===== config.mk =====
export PLATFORM = sky130hd
export DESIGN_NAME = generate_ray_scan_flat
export DESIGN_NICKNAME = d
export VERILOG_FILES = /design/src/rtl/generate_ray_scan_pkg.sv /design/src/rtl/generate_ray_scan_if.sv /design/src/rtl/generate_ray_scan_pixel_scanner.sv /design/src/rtl/generate_ray_scan.sv /design/src/flat_wrapper.sv
export SDC_FILE = /design/constraint.sdc
export NUM_CORES = 1
export LEC_CHECK = 0
export CORE_MARGIN = 2
export CORE_UTILIZATION = 40
export CTS_CLUSTER_DIAMETER = 40
export DETAILED_ROUTE_END_ITERATION = 6
export PLACE_DENSITY = 0.62
export SYNTH_ARGS = -nofsm -noshare
export SYNTH_HDL_FRONTEND = slang
export SYNTH_SLANG_ARGS = --single-unit

===== constraint.sdc =====
create_clock -name clk -period 2.28 [get_ports clk]
set_clock_uncertainty 0.1 [all_clocks]
set_input_delay 0.342 -clock clk [delete_from_list [all_inputs] [get_ports clk]]
set_output_delay 0.342 -clock clk [all_outputs]
set_load 0.01 [all_outputs]

===== src/rtl/generate_ray_scan_pkg.sv =====
// rtl/generate_ray_scan_pkg.sv - shared ray types, fixed-point constants and scan FSM encoding
package generate_ray_scan_pkg;

  localparam int FX_W    = 16;
  localparam int FX_FRAC = 8;

  typedef logic signed [FX_W-1:0] fx_t;

  typedef struct packed {
    fx_t x;
    fx_t y;
    fx_t z;
  } vec3;

  typedef struct packed {
    vec3 origin;
    vec3 dir;
  } ray;

  // 5/256 of a unit per pixel; focal length of 1.0
  localparam fx_t PIX_SCALE = 16'sd5;
  localparam fx_t FOCAL_LEN = 16'sd256;

  typedef enum logic [1:0] {ST_IDLE, ST_SCAN, ST_DRAIN} scan_state_e;

  localparam logic [15:0] LFSR_SEED = 16'hACE1;
  localparam logic [15:0] LFSR_TAPS = 16'hB400;

  function automatic logic [15:0] lfsr_next(input logic [15:0] v);
    return {1'b0, v[15:1]} ^ (v[0] ? LFSR_TAPS : 16'h0000);
  endfunction

endpackage


===== src/rtl/generate_ray_scan_if.sv =====
// rtl/generate_ray_scan_if.sv - control and ray output bundle of generate_ray_scan
interface generate_ray_scan_if #(parameter int COORD_W = 10);
  import generate_ray_scan_pkg::*;

  logic               start;
  logic               abort;
  vec3                cam_origin;
  logic               out_valid;
  logic               out_ready;
  ray                 ray_out;
  logic [COORD_W-1:0] ray_px;
  logic [COORD_W-1:0] ray_py;
  logic [3:0]         ray_sample;
  logic               busy;
  logic               frame_done;

  modport master (
    output start, abort, cam_origin, out_ready,
    input  out_valid, ray_out, ray_px, ray_py, ray_sample, busy, frame_done
  );

  modport slave (
    input  start, abort, cam_origin, out_ready,
    output out_valid, ray_out, ray_px, ray_py, ray_sample, busy, frame_done
  );

endinterface


===== src/rtl/generate_ray_scan_pixel_scanner.sv =====
// rtl/generate_ray_scan_pixel_scanner.sv - frame FSM and (x, y, sample) scan counters
module pixel_scanner
  import generate_ray_scan_pkg::*;
#(
  parameter int PIXEL_W = 800,
  parameter int PIXEL_H = 600,
  parameter int SPP     = 1,
  parameter int COORD_W = 10
) (
  input  logic               clk,
  input  logic               rst_n,
  input  logic               start,
  input  logic               abort,
  input  logic               advance,
  input  logic               last_accept,
  output logic               issue,
  output logic               start_acc,
  output logic               busy,
  output logic               frame_done,
  output logic [COORD_W-1:0] x,
  output logic [COORD_W-1:0] y,
  output logic [3:0]         sample
);

  scan_state_e state, state_nx;

  logic sample_last, x_last, y_last;
  assign sample_last = (sample == 4'(SPP - 1));
  assign x_last      = (x == COORD_W'(PIXEL_W - 1));
  assign y_last      = (y == COORD_W'(PIXEL_H - 1));

  always_ff @(posedge clk or negedge rst_n) begin
    if (!rst_n) state <= ST_IDLE;
    else        state <= state_nx;
  end

  always_comb begin
    state_nx = state;
    case (state)
      ST_IDLE:  if (start && !abort) state_nx = ST_SCAN;
      ST_SCAN:  if (abort) state_nx = ST_IDLE;
                else if (advance && sample_last && x_last && y_last) state_nx = ST_DRAIN;
      ST_DRAIN: if (abort || last_accept) state_nx = ST_IDLE;
      default:  state_nx = ST_IDLE;
    endcase
  end

  always_comb begin
    start_acc  = (state == ST_IDLE) && start && !abort;
    issue      = (state == ST_SCAN) && advance && !abort;
    busy       = (state != ST_IDLE);
    frame_done = (state == ST_DRAIN) && last_accept && !abort;
  end

  // sample runs fastest, then x, then y
  always_ff @(posedge clk or negedge rst_n) begin
    if (!rst_n) begin
      x      <= '0;
      y      <= '0;
      sample <= '0;
    end else if (start_acc) begin
      x      <= '0;
      y      <= '0;
      sample <= '0;
    end else if (issue) begin
      if (sample_last) begin
        sample <= '0;
        if (x_last) begin
          x <= '0;
          y <= y_last ? '0 : y + 1'b1;
        end else begin
          x <= x + 1'b1;
        end
      end else begin
        sample <= sample + 1'b1;
      end
    end
  end

endmodule


===== src/rtl/generate_ray_scan.sv =====
// rtl/generate_ray_scan.sv - camera ray generator: scanner plus 3-stage direction pipeline
// RAY_JITTER_EN adds LFSR sub-pixel jitter per issued sample.
module generate_ray_scan
  import generate_ray_scan_pkg::*;
#(
  parameter int PIXEL_W = 800,
  parameter int PIXEL_H = 600,
  parameter int SPP     = 1,
  parameter int COORD_W = 10
) (
  input logic                clk,
  input logic                rst_n,
  generate_ray_scan_if.slave bus
);

  localparam int C_W = COORD_W + FX_FRAC + 2;
  localparam int P_W = C_W + FX_W;

  logic               issue, start_acc, busy, frame_done, last_accept;
  logic [COORD_W-1:0] x, y;
  logic [3:0]         sample;
  logic               adv1, adv2, adv3, flush;

  logic                  s1_v, s2_v, out_v;
  logic [COORD_W-1:0]    s1_px, s1_py, s2_px, s2_py, out_px, out_py;
  logic [3:0]            s1_s, s2_s, out_s;
  logic signed [C_W-1:0] s1_cx, s1_cy, cx_n, cy_n;
  logic signed [P_W-1:0] px_prod, py_prod;
  fx_t                   s2_dx, s2_dy;
  vec3                   origin_q;
  ray                    out_ray;
  logic signed [7:0]     jx, jy;

  // a stage moves when it is empty or its successor moves
  assign adv3        = !out_v || bus.out_ready;
  assign adv2        = !s2_v || adv3;
  assign adv1        = !s1_v || adv2;
  assign flush       = bus.abort && busy;
  assign last_accept = out_v && bus.out_ready && !s1_v && !s2_v;

  pixel_scanner #(
    .PIXEL_W(PIXEL_W), .PIXEL_H(PIXEL_H), .SPP(SPP), .COORD_W(COORD_W)
  ) u_scanner (
    .clk(clk), .rst_n(rst_n), .start(bus.start), .abort(bus.abort),
    .advance(adv1), .last_accept(last_accept), .issue(issue),
    .start_acc(start_acc), .busy(busy), .frame_done(frame_done),
    .x(x), .y(y), .sample(sample)
  );

`ifdef RAY_JITTER_EN
  logic [15:0] lfsr;
  always_ff @(posedge clk or negedge rst_n) begin
    if (!rst_n)         lfsr <= LFSR_SEED;
    else if (start_acc) lfsr <= LFSR_SEED;
    else if (issue)     lfsr <= lfsr_next(lfsr);
  end
  assign jx = lfsr[7:0];
  assign jy = lfsr[15:8];
`else
  assign jx = '0;
  assign jy = '0;
`endif

  // centred offsets carry FX_FRAC fraction bits so jitter lands in [-0.5, +0.5)
  assign cx_n = ((C_W'(x) - C_W'(PIXEL_W / 2)) <<< FX_FRAC) + C_W'(jx);
  assign cy_n = ((C_W'(PIXEL_H / 2) - C_W'(y)) <<< FX_FRAC) - C_W'(jy);
  assign px_prod = P_W'(s1_cx) * P_W'(PIX_SCALE);
  assign py_prod = P_W'(s1_cy) * P_W'(PIX_SCALE);

  always_ff @(posedge clk or negedge rst_n) begin
    if (!rst_n) begin
      origin_q <= '0;
      s1_v <= 1'b0; s1_px <= '0; s1_py <= '0; s1_s <= '0; s1_cx <= '0; s1_cy <= '0;
      s2_v <= 1'b0; s2_px <= '0; s2_py <= '0; s2_s <= '0; s2_dx <= '0; s2_dy <= '0;
      out_v <= 1'b0; out_px <= '0; out_py <= '0; out_s <= '0; out_ray <= '0;
    end else begin
      if (start_acc) origin_q <= bus.cam_origin;
      if (flush) begin
        s1_v  <= 1'b0;
        s2_v  <= 1'b0;
        out_v <= 1'b0;
      end else begin
        if (adv1) begin
          s1_v <= issue; s1_px <= x; s1_py <= y; s1_s <= sample;
          s1_cx <= cx_n; s1_cy <= cy_n;
        end
        if (adv2) begin
          s2_v <= s1_v; s2_px <= s1_px; s2_py <= s1_py; s2_s <= s1_s;
          s2_dx <= fx_t'(px_prod >>> FX_FRAC);
          s2_dy <= fx_t'(py_prod >>> FX_FRAC);
        end
        if (adv3) begin
          out_v <= s2_v; out_px <= s2_px; out_py <= s2_py; out_s <= s2_s;
          out_ray <= '{origin: origin_q, dir: '{x: s2_dx, y: s2_dy, z: -FOCAL_LEN}};
        end
      end
    end
  end

  assign bus.out_valid  = out_v;
  assign bus.ray_out    = out_ray;
  assign bus.ray_px     = out_px;
  assign bus.ray_py     = out_py;
  assign bus.ray_sample = out_s;
  assign bus.busy       = busy;
  assign bus.frame_done = frame_done;

endmodule

===== src/flat_wrapper.sv =====
// flat-port wrapper written by rule: the top's interface ports become plain ports
module generate_ray_scan_flat import generate_ray_scan_pkg::*;
#(
  parameter int PIXEL_W = 800,
  parameter int PIXEL_H = 600,
  parameter int SPP     = 1,
  parameter int COORD_W = 10
)
  (clk, rst_n, bus_start, bus_abort, bus_cam_origin, bus_out_ready, bus_out_valid, bus_ray_out, bus_ray_px, bus_ray_py, bus_ray_sample, bus_busy, bus_frame_done);
  generate_ray_scan_if #(.COORD_W(COORD_W)) bus_i ();
  input logic clk;
  input logic rst_n;
  input wire logic [$bits(bus_i.start)-1:0] bus_start;
  input wire logic [$bits(bus_i.abort)-1:0] bus_abort;
  input wire logic [$bits(bus_i.cam_origin)-1:0] bus_cam_origin;
  input wire logic [$bits(bus_i.out_ready)-1:0] bus_out_ready;
  output wire logic [$bits(bus_i.out_valid)-1:0] bus_out_valid;
  output wire logic [$bits(bus_i.ray_out)-1:0] bus_ray_out;
  output wire logic [$bits(bus_i.ray_px)-1:0] bus_ray_px;
  output wire logic [$bits(bus_i.ray_py)-1:0] bus_ray_py;
  output wire logic [$bits(bus_i.ray_sample)-1:0] bus_ray_sample;
  output wire logic [$bits(bus_i.busy)-1:0] bus_busy;
  output wire logic [$bits(bus_i.frame_done)-1:0] bus_frame_done;
  assign bus_i.start = bus_start;
  assign bus_i.abort = bus_abort;
  assign bus_i.cam_origin = bus_cam_origin;
  assign bus_i.out_ready = bus_out_ready;
  assign bus_out_valid = bus_i.out_valid;
  assign bus_ray_out = bus_i.ray_out;
  assign bus_ray_px = bus_i.ray_px;
  assign bus_ray_py = bus_i.ray_py;
  assign bus_ray_sample = bus_i.ray_sample;
  assign bus_busy = bus_i.busy;
  assign bus_frame_done = bus_i.frame_done;
  generate_ray_scan #(.PIXEL_W(PIXEL_W), .PIXEL_H(PIXEL_H), .SPP(SPP), .COORD_W(COORD_W)) u_core (.clk(clk), .rst_n(rst_n), .bus(bus_i));
endmodule

Word-level counts from Yosys, hierarchy flattened
Cells that the tools add are included.

Equality and inequality tests: 7. Multipliers: 2. Multiplexer cells: 23. Bitwise logic cells: 1. Reductions and logical operators: 37. Add/sub/neg operators: 5.

Operator list (number): 10-bit two-way mux (9); 11-bit by 4-bit multiplier with 15-bit output (second input constant) (2); 10-bit by 1-bit adder with 10-bit output (second input constant) (2); 10-bit equality test (second input constant) (2); 1-bit logical AND (14); 2-bit nonzero test (7); 4-bit two-way mux (3); 10-bit by 9-bit subtractor with 11-bit output (second input constant) (1); 9-bit by 10-bit subtractor with 11-bit output (first input constant) (1); 2-bit two-way mux (4); 2-bit AND reduction (4); 1-bit two-way mux (6); 2-bit case mux with 3 select lines (1); 3-bit AND reduction (2); 4-bit by 1-bit adder with 4-bit output (second input constant) (1); 1-bit logical NOT (4); 4-bit logical NOT (1); 1-bit logical OR (4); 2-bit != test (second input constant) (2); 3-bit != test (second input constant) (1); 2-bit by 1-bit equality test with 1-bit output (second input constant) (1); 2-bit equality test (second input constant) (1); 2-bit logical NOT (1); 1-bit inverter (1).

Bits of input ports: 53. Register bits: 284.

Longest topological paths before layout
Depth after elaboration: 10. Depth in mapped cells: 9.

Hierarchy
Synthesis repeated with hierarchy kept, for this count alone.

Cell total of the unflattened synthesis: 1005. Area total of the unflattened synthesis: 12095.4 µm².

By module, submodules not included: generate_ray_scan (area an instance 10508.8 µm², times used 1, sequential area each 6080.8 µm², cells an instance 829); pixel_scanner (area an instance 1586.5 µm², times used 1, sequential area each 650.6 µm², cells an instance 176).

Worst setup path after synthesis
Ideal clock, no wire load.

Path type: register -> register. From: register u_core.s1_cy[9]. To: register u_core.s2_dy[13]. Data arrival time: 2196 ps. Library setup time: 133 ps. Period minus slack after synthesis: 2429 ps. Path slack: -149 ps. Cell stages (with the launch flop): 9. Cell sequence: dfrtp_1 ha_1 ha_1 fa_1 a211oi_1 o21ai_0 a41oi_1 xnor2_1 o21ai_0.

Word-level cells in the longest chain between the ends: 1.

RTL lines: from (decl) (line generate_ray_scan.sv:27) `logic signed [C_W-1:0] s1_cx, s1_cy, cx_n, cy_n;`; from (signal assigned) (line generate_ray_scan.sv:85) `s1_cx <= cx_n; s1_cy <= cy_n;`; 11-bit by 4-bit multiplier with 15-bit output (line generate_ray_scan.sv:68) `assign py_prod = P_W'(s1_cy) * P_W'(PIX_SCALE);`; to (signal assigned) (line generate_ray_scan.sv:90) `s2_dy <= fx_t'(py_prod >>> FX_FRAC);`; to (decl) (line generate_ray_scan.sv:29) `fx_t s2_dx, s2_dy;`.

Every way passes these cells. A chain may end at the register's enable or synchronous reset.

Worst setup path in the final report
From: register u_core.s1_cx[12]. To: register u_core.s2_dx[12].

Word-level cells in the longest chain between the ends: 1.

RTL lines: from (decl) (line generate_ray_scan.sv:27); from (signal assigned) (line generate_ray_scan.sv:85); 11-bit by 4-bit multiplier with 15-bit output (line generate_ray_scan.sv:67) `assign px_prod = P_W'(s1_cx) * P_W'(PIX_SCALE);`; to (signal assigned) (line generate_ray_scan.sv:89) `s2_dx <= fx_t'(px_prod >>> FX_FRAC);`; to (decl) (line generate_ray_scan.sv:29).

Every way passes these cells.

==> reports/qor.csv <==
stage,metric,value,unit
cells_and_area,number of diodes,0,
cells_and_area,post-layout util,55.04,%
cts,Root Buffer,clkbuf_16,
die,Core Footprint,30590,um^2
cts,CTS tree,built,
cts,CTS Buf Count,43,
die,Die Y-Extent,180.1,um
worst_setup_path,reg-to-reg setup timing slack,-0.01,ns
die,Initial Utilization,40.54,%
synth,synth top area cells,"dfrtp_1 (54%), mux2_4 (12%), nand2_1 (9.1%)",
job,max cap viols,0,
route,WL final,27280,um
placed_design,input/output buffers,167,
cells_and_area,Fill cells,2676,
sta,Max Slew Vio Count,0,
sta,fin crit period,2.295,ns
route,Initial DRC Count,330,
synth,Synth Area in XOR/XNOR,2.331,%
synth,Mean Syn Cell Area,11.36,um^2
run_status,failing checks,negative setup slack,
worst_setup_path,RR Endpoint,u_core.s2_dx[12]$_DFFE_PN0P_,
route,Pre-antenna DRT Iters,4,
sta,fin worst setup slack,-0.01473,ns
sta,Worst-Margin Slew,0.6725,ns
cts,Worst-path clk slew,0.06,ns
die,Die X,180.1,um
sta,Final setup violation count,1,
sta,post-route clock period utilization,100.6,%
grt,initial antenna violation count,0,
cells_and_area,post-route cell area,16830,um^2
hold_path,Hold WC Path Type,primary input to register,
cts,Worst-Skew Late Latency,0.53,ns
synth,Synth Area in Compound Gates,6.931,%
cts,Max clock buf depth,3,
cells_and_area,area grow syn2layout,35.74,%
synth,Synth Warn #,0,
power_and_ir_drop,combinational power share,19.4,%
grt,global-route wire length before repair,45200,um
route,Via density,4.860,
power_and_ir_drop,Power Internal,11.75,mW
die,# rows,64,
power_and_ir_drop,Leakage,7.990,nW
sta,Fin. Hold Viols,0,
worst_setup_path,worst reg-to-reg path cell count,7,
grt,total track usage,16.81,%
synth,"Seq/Total Area, Yosys",54.28,%
synth,largest family of logic cells by synthesized area,multiplexers,
cells_and_area,"commonest non-fill, non-tap cell in the layout",nand2_1,
cells_and_area,Multi-input gate area,5461,um^2
cells_and_area,net count reported at finish,1434,
run_status,status,"complete, but fails checks",
worst_setup_path,"Max FO, Critical Path",3,
worst_setup_path,crit end category,register,
synth,"EDFF count, synth",0,
synth,leading area contributor after synthesis,dfrtp_1,
power_and_ir_drop,VDD IR max,0.4942,mV
worst_setup_path,worst setup path start,u_core.s1_cx[12]$_DFFE_PN0P_,
die,die area,32430,um^2
grt,GRT Residual Overflow,0,
power_and_ir_drop,P per Cell Area,941.1,nW/um^2
cells_and_area,layout cells sized above 1,24.36,%
placed_design,placed cell area,15000,um^2
synth,Mapped Area,12400,um^2
sta,Achievable Freq,435.8,MHz
cells_and_area,"commonest non-fill, non-tap cells in the layout","nand2_1 (300), dfrtp_1 (269), clkdlybuf4s50_1 (164), mux2_4 (99), buf_4 (76)",
worst_setup_path,R2R Path Start,u_core.s1_cx[12]$_DFFE_PN0P_,
sta,RSZ-0062 raised after global routing,true,
route,DR WL/cell,15.47,um
synth,simple-gate share of the synthesized area,13.66,%
synth,"FF+latch count, synth",269,
power_and_ir_drop,Switch Pwr,4.096,mW
synth,top cell type's share of synthesized area,54.28,%
route,DR vias,8568,
synth,Adder-Cell Fraction of Synth Area,5.065,%
synth,multiplexer share of the synthesized area,13.70,%
power_and_ir_drop,switching part of the total power,25.86,%
cells_and_area,Register Area,6731,um^2
power_and_ir_drop,Clk network pwr share,43.2,%
placed_design,Placer Congestion,0.8218,
worst_setup_path,Crit path arrival time,2.59,ns
synth,asr flop ratio synth,100.0,%
die,Ports,176,
cts,H-tree Lvls,2,
placed_design,dpl hpwl,18470,um
worst_setup_path,Worst Path Required,2.57,ns
worst_setup_path,startpoint types,register,
grt,vias in the first global route,8684,
worst_setup_path,CP Class,register to register,
cts,Clock Sinks,269,
route,DRC viols,0,
synth,Cells after Synth,1092,
synth,Main synth FF type,dfrtp_1,
worst_setup_path,CP Capture Point,u_core.s2_dx[12]$_DFFE_PN0P_,
route,Post-DRT Antenna Nets,0,
synth,Synth cell types,67,
sta,Slew Limit Headroom,55.17,%
grt,largest net degree at the start of global routing,78,
power_and_ir_drop,sequential share of power,37.4,%
## stage by stage
stage	power (mW)	cells	hold WS (ns)	worst slack (ns)	TNS (ns)
final	15.84	1763	0.2381	-0.01473	-0.01473
after global routing	16.61	1763	0.2168	-0.1009	-0.3713
after CTS	15.97	1758	0.2172	-0.01676	-0.02459
after detailed placement	8.987	1674	0.2934	-0.1489	-2.485
after global placement	8.927	1674	0.2866	-0.1690	-1.444
after floorplan	7.529	1099	-0.05359	0.01691	0
## power by group through the flow
stage | clock network [mW] | logic, mW | registers (mW)
6_report | 6.84 | 3.07 | 5.93
5_1_grt | 7.25 | 3.33 | 6.03
4_1_cts | 6.98 | 3.06 | 5.94
3_5_place_dp | 0 | 2.98 | 6.01
3_3_place_gp | 0 | 2.94 | 5.99
2_1_floorplan | 0 | 1.45 | 6.07
## cell type report
type	instances	area share [%]
clock buffers	50	6.793
clock inverters	30	2.326
inverters	16	0.3567
multi-input cells	743	32.44
flip-flops and latches	269	39.99
well taps	396	2.943
repair buffers	259	15.15
## critical path: stages, from the launching register on
cell      delay [ns]
dfrtp_1         0.41
ha_1            0.33
ha_1            0.28
a211o_1         0.32
a221oi_2        0.28
o31ai_2         0.11
a211oi_2        0.24
o31ai_1         0.09
## kinds of logic (layout without fill, tap and decap cells)
logic type      Yosys count  in the layout
simple gates            397            397
fa+ha+maj                49             49
compound gates          138            138
buf+inv                  87            355
flops                   269            269
other cells               1              8
mux                     118            118
xor+xnor                 33             33
## routing by layer
| metal | vias to the layer above | GRT usage (%) | routed length, um |
|---|---|---|---|
| met4 | 0 | 4.903 | 498 |
| met3 | 38 | 2.991 | 947 |
| met5 | - | 0 | 0 |
| li1 | 4175 | - | - |
| met2 | 140 | 28.03 | 13410 |
| met1 | 4215 | 22.54 | 12420 |
## worst min path at each step
stage | startpoint | endpoint | slack (ns) | cells past startpoint
finish | bus_cam_origin[8] | u_core.origin_q[8]$_DFFE_PN0N_ | 0.24 | 3
global route | bus_cam_origin[28] | u_core.origin_q[28]$_DFFE_PN0N_ | 0.22 | 3
CTS | bus_cam_origin[9] | u_core.origin_q[9]$_DFFE_PN0N_ | 0.22 | 3
detailed placement | rst_n | u_core.bus.ray_out[27]$_DFFE_PN0P_ | 0.29 | 1
global placement | rst_n | u_core.bus.ray_out[28]$_DFFE_PN0P_ | 0.29 | 1
floorplan | rst_n | u_core.bus.out_valid$_DFFE_PN0P_ | -0.05 | 0
## state kept, by name, summed over array words and instances (netlist names), 10 cells and up
name	cells
u_core.s1_py	10
u_core.s1_px	10
u_core.s2_dy	15
u_core.bus.ray_out	79
u_core.u_scanner.y	10
u_core.u_scanner.x	10
u_core.s1_cy	10
u_core.s2_dx	15
u_core.origin_q	48
## what timing repair did
item	4_1_cts	5_1_grt
hold endpoints to repair	65	0
pin swaps	17	14
setup buffers	3	7
hold buffers	1	0
endpoints found under the setup margin	12	17
gates resized for setup	22	26
## cells in the mapped netlist (4+ instances only)
cell / number
a21oi_1: 18
clkbuf_1: 31
a211oi_1: 7
and3_1: 8
nor2_1: 29
mux2_4: 99
ha_1: 47
a31oi_1: 6
buf_6: 12
o21ai_0: 64
buf_4: 20
xor2_1: 20
mux2_2: 18
inv_1: 16
buf_2: 4
nand2b_1: 6
nor3_1: 7
nand2_1: 301
nand3_1: 11
a21o_1: 5
dfrtp_1: 269
nand4_1: 6
nand4b_1: 5
buf_1: 4
o31ai_1: 10
xnor2_1: 13
Power figures use the tool's default switching activity.
